$ cat src/rtl/section_mean_estimator.sv
// section_mean_estimator
// Accumulates 2^LOG2_N samples for each of the four ADC sections, then
// publishes all four means together (FRAC_W fractional bits, ufix32).
// Published means stay frozen while the next block is being accumulated.
module section_mean_estimator #(
    parameter int DATA_W = 16,
    parameter int LOG2_N = 10,
    parameter int FRAC_W = 4
) (
    input  logic              clk,
    input  logic              rst,
    input  logic              start,
    input  logic              continuous,
    input  logic              sample_valid,
    input  logic [1:0]        adc_section,
    input  logic [DATA_W-1:0] adc_sample,
    output logic [31:0]       mean_1_o,
    output logic [31:0]       mean_2_o,
    output logic [31:0]       mean_3_o,
    output logic [31:0]       mean_4_o,
    output logic              means_valid,
    output logic              update_pulse,
    output logic              busy
);

    localparam int ACC_W = DATA_W + LOG2_N;
    localparam int CNT_W = LOG2_N + 1;
    localparam int SHIFT = LOG2_N - FRAC_W;
    localparam logic [CNT_W-1:0] N_CNT = {1'b1, {LOG2_N{1'b0}}};

    typedef enum logic [1:0] {
        IDLE   = 2'd0,
        ACCUM  = 2'd1,
        UPDATE = 2'd2
    } state_t;

    state_t            state_q, state_d;
    logic [ACC_W-1:0]  acc_q  [4];
    logic [ACC_W-1:0]  acc_d  [4];
    logic [CNT_W-1:0]  cnt_q  [4];
    logic [CNT_W-1:0]  cnt_d  [4];
    logic [31:0]       mean_q [4];
    logic [31:0]       mean_d [4];
    logic              means_valid_q, means_valid_d;
    logic              update_pulse_q, update_pulse_d;

    // Per-section datapath: acceptance decision, incremented values and
    // the shifted mean candidate computed from the current accumulator.
    logic [3:0]        take;
    logic [3:0]        full_next;
    logic [ACC_W-1:0]  acc_inc  [4];
    logic [CNT_W-1:0]  cnt_inc  [4];
    logic [31:0]       mean_calc[4];

    genvar gi;
    generate
        for (gi = 0; gi < 4; gi++) begin : g_section
            // A sample is taken only while accumulating and only until the
            // section has its N samples; extra samples are silently dropped.
            assign take[gi]      = (state_q == ACCUM) && sample_valid &&
                                   (adc_section == 2'(gi)) && (cnt_q[gi] != N_CNT);
            assign acc_inc[gi]   = acc_q[gi] + ACC_W'(adc_sample);
            assign cnt_inc[gi]   = cnt_q[gi] + CNT_W'(take[gi]);
            // Completion is judged on the post-edge counts so the accepting
            // edge itself moves the FSM into UPDATE.
            assign full_next[gi] = (cnt_inc[gi] == N_CNT);
            assign mean_calc[gi] = 32'(acc_q[gi] >> SHIFT);
        end
    endgenerate

    // Next-state and next-datapath computation for the estimation FSM.
    always_comb begin
        state_d        = state_q;
        means_valid_d  = means_valid_q;
        update_pulse_d = 1'b0;
        for (int k = 0; k < 4; k++) begin
            acc_d[k]  = acc_q[k];
            cnt_d[k]  = cnt_q[k];
            mean_d[k] = mean_q[k];
        end

        case (state_q)
            IDLE: begin
                if (start) begin
                    for (int k = 0; k < 4; k++) begin
                        acc_d[k] = '0;
                        cnt_d[k] = '0;
                    end
                    state_d = ACCUM;
                end
            end
            ACCUM: begin
                for (int k = 0; k < 4; k++) begin
                    if (take[k]) begin
                        acc_d[k] = acc_inc[k];
                        cnt_d[k] = cnt_inc[k];
                    end
                end
                if (&full_next) begin
                    state_d = UPDATE;
                end
            end
            UPDATE: begin
                // All four means are loaded on the same edge so the consumer
                // never observes a mixed set.
                for (int k = 0; k < 4; k++) begin
                    mean_d[k] = mean_calc[k];
                end
                update_pulse_d = 1'b1;
                means_valid_d  = 1'b1;
                if (continuous) begin
                    for (int k = 0; k < 4; k++) begin
                        acc_d[k] = '0;
                        cnt_d[k] = '0;
                    end
                    state_d = ACCUM;
                end else begin
                    state_d = IDLE;
                end
            end
            default: begin
                state_d = IDLE;
            end
        endcase
    end

    // State, accumulators, counters and published outputs; reset clears all.
    always_ff @(posedge clk or posedge rst) begin
        if (rst) begin
            state_q        <= IDLE;
            means_valid_q  <= 1'b0;
            update_pulse_q <= 1'b0;
            for (int k = 0; k < 4; k++) begin
                acc_q[k]  <= '0;
                cnt_q[k]  <= '0;
                mean_q[k] <= '0;
            end
        end else begin
            state_q        <= state_d;
            means_valid_q  <= means_valid_d;
            update_pulse_q <= update_pulse_d;
            for (int k = 0; k < 4; k++) begin
                acc_q[k]  <= acc_d[k];
                cnt_q[k]  <= cnt_d[k];
                mean_q[k] <= mean_d[k];
            end
        end
    end

    assign mean_1_o     = mean_q[0];
    assign mean_2_o     = mean_q[1];
    assign mean_3_o     = mean_q[2];
    assign mean_4_o     = mean_q[3];
    assign means_valid  = means_valid_q;
    assign update_pulse = update_pulse_q;
    assign busy         = (state_q != IDLE);

endmodule

$ cat config.mk
export PLATFORM = sky130hd
export DESIGN_NAME = section_mean_estimator
export DESIGN_NICKNAME = d
export VERILOG_FILES = /design/src/rtl/section_mean_estimator.sv
export SDC_FILE = /design/constraint.sdc
export NUM_CORES = 1
export LEC_CHECK = 0
export BUFFER_PORTS_ARGS = -buffer_cell sky130_fd_sc_hd__buf_2
export CAP_MARGIN = 5
export CORE_UTILIZATION = 60
export DETAILED_ROUTE_END_ITERATION = 8
export HOLD_SLACK_MARGIN = 0.12
export PLACE_DENSITY = 0.9
export SYNTH_ARGS = -nofsm -noshare
export SYNTH_HDL_FRONTEND = slang
export SYNTH_SLANG_ARGS = --single-unit
export TNS_END_PERCENT = 100
$ cat constraint.sdc
create_clock -name clk -period 12.8 [get_ports clk]
set_clock_uncertainty 0.05 [all_clocks]
set_input_delay 0.64 -clock clk [delete_from_list [all_inputs] [get_ports clk]]
set_output_delay 0.64 -clock clk [all_outputs]
set_load 0.02 [all_outputs]
Word-level counts from Yosys, hierarchy flattened. Cells that the tools add are included.

Reductions and logical operators: 19. Eq/ne operators: 20. $add $sub $neg: 8. Muxes and demuxes: 19.

Operators by type and width (number): $pmux 104 s3 (1); $mux 104 (2); $pmux 44 s3 (1); $add 26x16->26 (4); $mux 26 (4); $mux 44 (2); $add 11x1->11 (4); $eq 11x11->1 const B (4); $mux 11 (4); $ne 11x11->1 const B (4); $reduce_and 4->1 (5); $ne 2x2->1 const B (6); $logic_and 1x1->1 (9); $eq 2x2->1 const B (3); $pmux 2 s3 (1); $eq 2x1->1 const B (2); $logic_not 2->1 (2); $mux 2 (2); $reduce_bool 3->1 (1); $mux 1 (2); $ne 2x1->1 const B (1); $reduce_and 2->1 (1); $reduce_bool 2->1 (1).

Bits of input ports: 23. Logic and storage cells: 81. Bits in registers: 232. Output and inout port bits: 131.

Depth between registers and ports, before layout.
Word-level depth: 9. Depth in mapped cells: 15. Mapped depth without buffers: 13.

Worst setup path before layout. Ideal clock, no wire load.

Path kind: input to register. From: input sample_valid. To: register state_q[0]. Arrival: 3.461 ns. Path slack: 9.171 ns. Stages on the path: 14. Required time: 12.632 ns. Library setup time: 0.118 ns. Buffers on the path: 1. Cells stage by stage: nand3b_1 > nor3b_1 > nand2_1 > inv_1 > clkbuf_1 > ha_1 > ha_1 > nand2_1 > nor3_1 > mux2_2 > o22a_1 > nor4_1 > nand4_1 > a21o_1.

Longest elaborated chain between the ends: 8. Elaborated cells on any way between the ends: 20. Those cells by class: 4 x add/sub; 5 x eq/ne; 11 x reduce/logical.

RTL lines: start: declaration (RTL line 14) `input logic sample_valid,`; $logic_and 1x1->1 * (RTL line 60) `assign take[gi] = (state_q == ACCUM) && sample_valid &&`; $logic_and 1x1->1 (RTL line 60); $logic_and 1x1->1 (RTL line 61) `(adc_section == 2'(gi)) && (cnt_q[gi] != N_CNT);`; $add 11x1->11 (RTL line 63) `assign cnt_inc[gi] = cnt_q[gi] + CNT_W'(take[gi]);`; $eq 11x11->1 (RTL line 66) `assign full_next[gi] = (cnt_inc[gi] == N_CNT);`; $reduce_and 4->1 * (RTL line 99) `if (&full_next) begin`; $ne 2x1->1 (no source line) *; $reduce_and 2->1 (no source line) *; end signal: assignment (RTL line 139) `state_q <= state_d;`; end: declaration (RTL line 37) `state_t state_q, state_d;`.

Mark *: on every way between the ends. The rest lies on a longest branch, timed or not. A chain may end at the register's enable or synchronous reset.

Final worst setup path.
From: register state_q[0]. To: register state_q[0].

Longest elaborated chain between the ends: 9. Elaborated cells on any way between the ends: 25. Those cells by class: 4 x add/sub; 8 x eq/ne; 1 x mux; 12 x reduce/logical.

RTL lines (RTL line): $eq 2x1->1 (60, 82); $logic_and 1x1->1 (2 in series) (60); $logic_and 1x1->1 (61); $add 11x1->11 (63); $eq 11x11->1 (66); $reduce_and 4->1 (99); $ne 2x1->1 (no source line); $reduce_and 2->1 (no source line).

Several ways; a longest one is shown, not always the timed one.

==> out/results.txt <==
Nets -> 1588
Ports -> 154
Cell variety after synth -> 72
Setup TNS -> 0 ns
TritonRoute pass-1 iters -> 5
Final Power -> 2.62 mW
Largest net degree at the start of global routing -> 151
Leakage Power -> 7.49 nW
Ant diodes -> 0
Arrival time at the worst endpoint -> 5.02 ns
Max_cap viols -> 0
Cts bufs inserted -> 26
Vias -> 11338
DRT antenna net count -> 0
Setup violators final -> 0
Worst Reg2Reg Path Length in Cells -> 13
GP Congestion -> 0.893
Dpl ws -> 8.11 ns
Final-layout fill cell count -> 1619
CP peak stage delay -> 0.60 ns
Async set-or-reset flop fraction in the synthesized netlist -> 1.00
Dominant synthesized flop cell -> dfrtp_1
Syn Area/Cell -> 9.73 µm²
Placement row count -> 54
Fmax -> 215 MHz
Htree depth -> 1
Rel. slew slack -> 0.258
Max stage delay cell, worst path -> nand2_1
Gate Count Post-Synth -> 1404
Crit path capture type -> flip-flop
Initial core utilization -> 0.618
Worst-path clk slew -> 0.06 ns
Sequential power share -> 0.354
Port bufs -> 105
Outcome -> finished, final reports clean
First-pass GRT wire length -> 54.6 mm
Area grow syn2layout -> 11.0%
Seq/Total Area, Yosys -> 0.425
Reg2reg start -> state_q[0]
GR Util All Layers -> 0.284
Most frequent cells in the layout -> dfrtp_1, o21ai_0, nand2_1
Flops & latches, synth -> 232
CP Launch Type -> flip-flop
Worst-Margin Slew -> 1.11 ns
GRT overflow -> 0
Die H -> 153 µm
Power Density -> 173 nW/µm²
Placed inst area -> 14200 µm²
Vias in the first global route -> 10926
Crit path max fanout -> 25
Reg area -> 5810 µm²
Worst ir drop on vdd -> 118 µV
Hold-fix buffers at CTS -> 0
CTS max path bufs -> 3
CTS resizes -> 0
Core footprint -> 22100 µm²
Share of layout cells above drive strength 1 -> 0.176
Warnings, synthesis -> 0
Iter 0 DRT Violations -> 937
Root buffer cell -> clkbuf_16
Detailed Route WL -> 33.0 mm
Clock Latency Late Sink -> 0.54 ns
Post-Syn Area -> 13700 µm²
Combinational Power Share -> 0.331
Area used by multi-input combinational logic -> 7390 µm²
Slew Viols, Final -> 0
Final instance area -> 15200 µm²
Worst Setup Slack, final -> 8.16 ns
Final Hold Fails -> 0
Crit path required time -> 13.18 ns
Clock share of power -> 0.315
Commonest non-fill, non-tap cell in the layout -> dfrtp_1
Post-synth EDFFs -> 0
Final worst path period need -> 4.64 ns
Tcrit/Tclk final -> 0.363
Worst path top cell family by delay -> simple AND/OR/NAND/NOR gates
Setup CP Type -> reg -> reg
Wire length per cell -> 18.5 µm
Cells along the critical path -> nand3b_1, nor3b_1, nand2_1, inv_1, ha_1, ha_1, nand2_1, nor3_1, mux2_2, o22a_1, nor4_1, nand4_1, a21o_1
Final Non-Filler Cells -> 1788
Reg-to-reg endpoint -> state_q[0]
RSZ-0062 raised after global routing -> no
Cell internal pwr -> 1.70 mW
CTS Sinks -> 232
Hpwl dp -> 22.1 mm
Area of the die -> 23400 µm²
Initial antenna violation count -> 0
Post-CTS Setup Bufs -> 0
Net Sw Frac -> 0.351
R2R setup slack -> 8.16 ns
Dpl cells -> 1741
Worst path bufs/invs -> 1
# DRC -> 0
Via/cell ratio -> 6.34
Net Sw Power -> 922 µW
CTS tree -> done
Worst hold path class -> in -> async
Chip width -> 153 µm
## Yosys cell counts, types with 5 or more instances
| library cell | count | share of area |
|---|---|---|
| or4_1 | 9 | 0.0049 |
| o21ai_0 | 157 | 0.058 |
| inv_1 | 18 | 0.0049 |
| and4_1 | 5 | 0.0032 |
| nor3_1 | 21 | 0.0077 |
| a31o_2 | 6 | 0.0038 |
| a22o_1 | 15 | 0.0096 |
| o31ai_1 | 18 | 0.0099 |
| or3_1 | 23 | 0.011 |
| a31oi_1 | 19 | 0.0087 |
| o211ai_1 | 16 | 0.0088 |
| ha_1 | 72 | 0.066 |
| nand2b_1 | 12 | 0.0055 |
| buf_2 | 6 | 0.0022 |
| nand4_1 | 12 | 0.0055 |
| and3_1 | 33 | 0.015 |
| xor2_1 | 33 | 0.021 |
| buf_4 | 49 | 0.027 |
| a21o_1 | 30 | 0.016 |
| and2_1 | 12 | 0.0055 |
| o41ai_1 | 5 | 0.0032 |
| nand3_1 | 54 | 0.020 |
| mux2_2 | 81 | 0.067 |
| nor3b_1 | 5 | 0.0027 |
| mux2i_1 | 8 | 0.0059 |
| clkbuf_1 | 46 | 0.013 |
| nand2_1 | 144 | 0.040 |
| a21oi_1 | 69 | 0.025 |
| xnor2_1 | 39 | 0.025 |
| nor4_1 | 7 | 0.0032 |
| a211oi_1 | 14 | 0.0077 |
| nor2_1 | 58 | 0.016 |
| dfrtp_1 | 232 | 0.43 |
## power groups by stage
stage               clock network, mW  logic (mW)  registers [mW]
finish                          0.827       0.867           0.929
CTS                             0.833       0.857           0.925
global route                    0.867       0.970           0.940
global placement                    0       0.800           0.929
detailed placement                  0       0.841           0.936
floorplan                           0       0.702           0.898
## state kept, by name, summed over array words and instances, names as in the netlist
register,cells
mean_4_o,20
cnt_q,44
mean_2_o,20
mean_1_o,20
acc_q,104
mean_3_o,20
update_pulse,1
state_q,2
means_valid,1
## layer usage
metal | share of wire | up-vias | global-route usage
li1 | - | 5236 | -
met1 | 0.41 | 5513 | 0.373
met2 | 0.47 | 488 | 0.465
met3 | 0.075 | 101 | 0.0510
met4 | 0.041 | 0 | 0.122
met5 | 0 | - | 0
## metrics by stage
step	utilization	hold slack [ns]
2_1_floorplan	-	0.402
3_3_place_gp	0.643	0.397
3_5_place_dp	0.643	0.410
4_1_cts	0.686	0.347
5_1_grt	0.686	0.383
6_report	0.686	0.224
## logic make-up (layout without fill, tap and decap cells)
family | count (synthesis) | after routing | synth area share
AOI/OAI and AO/OA | 391 | 391 | 0.180
xor gates and xnor gates | 72 | 72 | 0.0462
adders and majority gates | 76 | 76 | 0.0718
buffers and inverters | 121 | 178 | 0.0479
DFF | 232 | 232 | 0.425
muxes | 89 | 89 | 0.0727
other | 1 | 48 | 0.000275
and+or+nand+nor | 422 | 422 | 0.156
## layout make-up
class                      count  area share
sequential                   232       0.383
clock inverter                14      0.0160
inverter                      18     0.00495
clock buffer                  33      0.0466
multi-input combinational   1098       0.488
tap                          280      0.0231
timing repair buffer         113      0.0386
## worst max-delay path by stage
stage,start,end,cells past startpoint
after CTS,state_q[0],state_q[0],13
after global placement,sample_valid,state_q[0],14
after detailed placement,sample_valid,state_q[0],14
after global routing,state_q[0],state_q[0],13
after floorplan,rst,acc_q[0],1
final,state_q[0],state_q[0],13
Note: power is estimated with default switching activity, not from simulation.
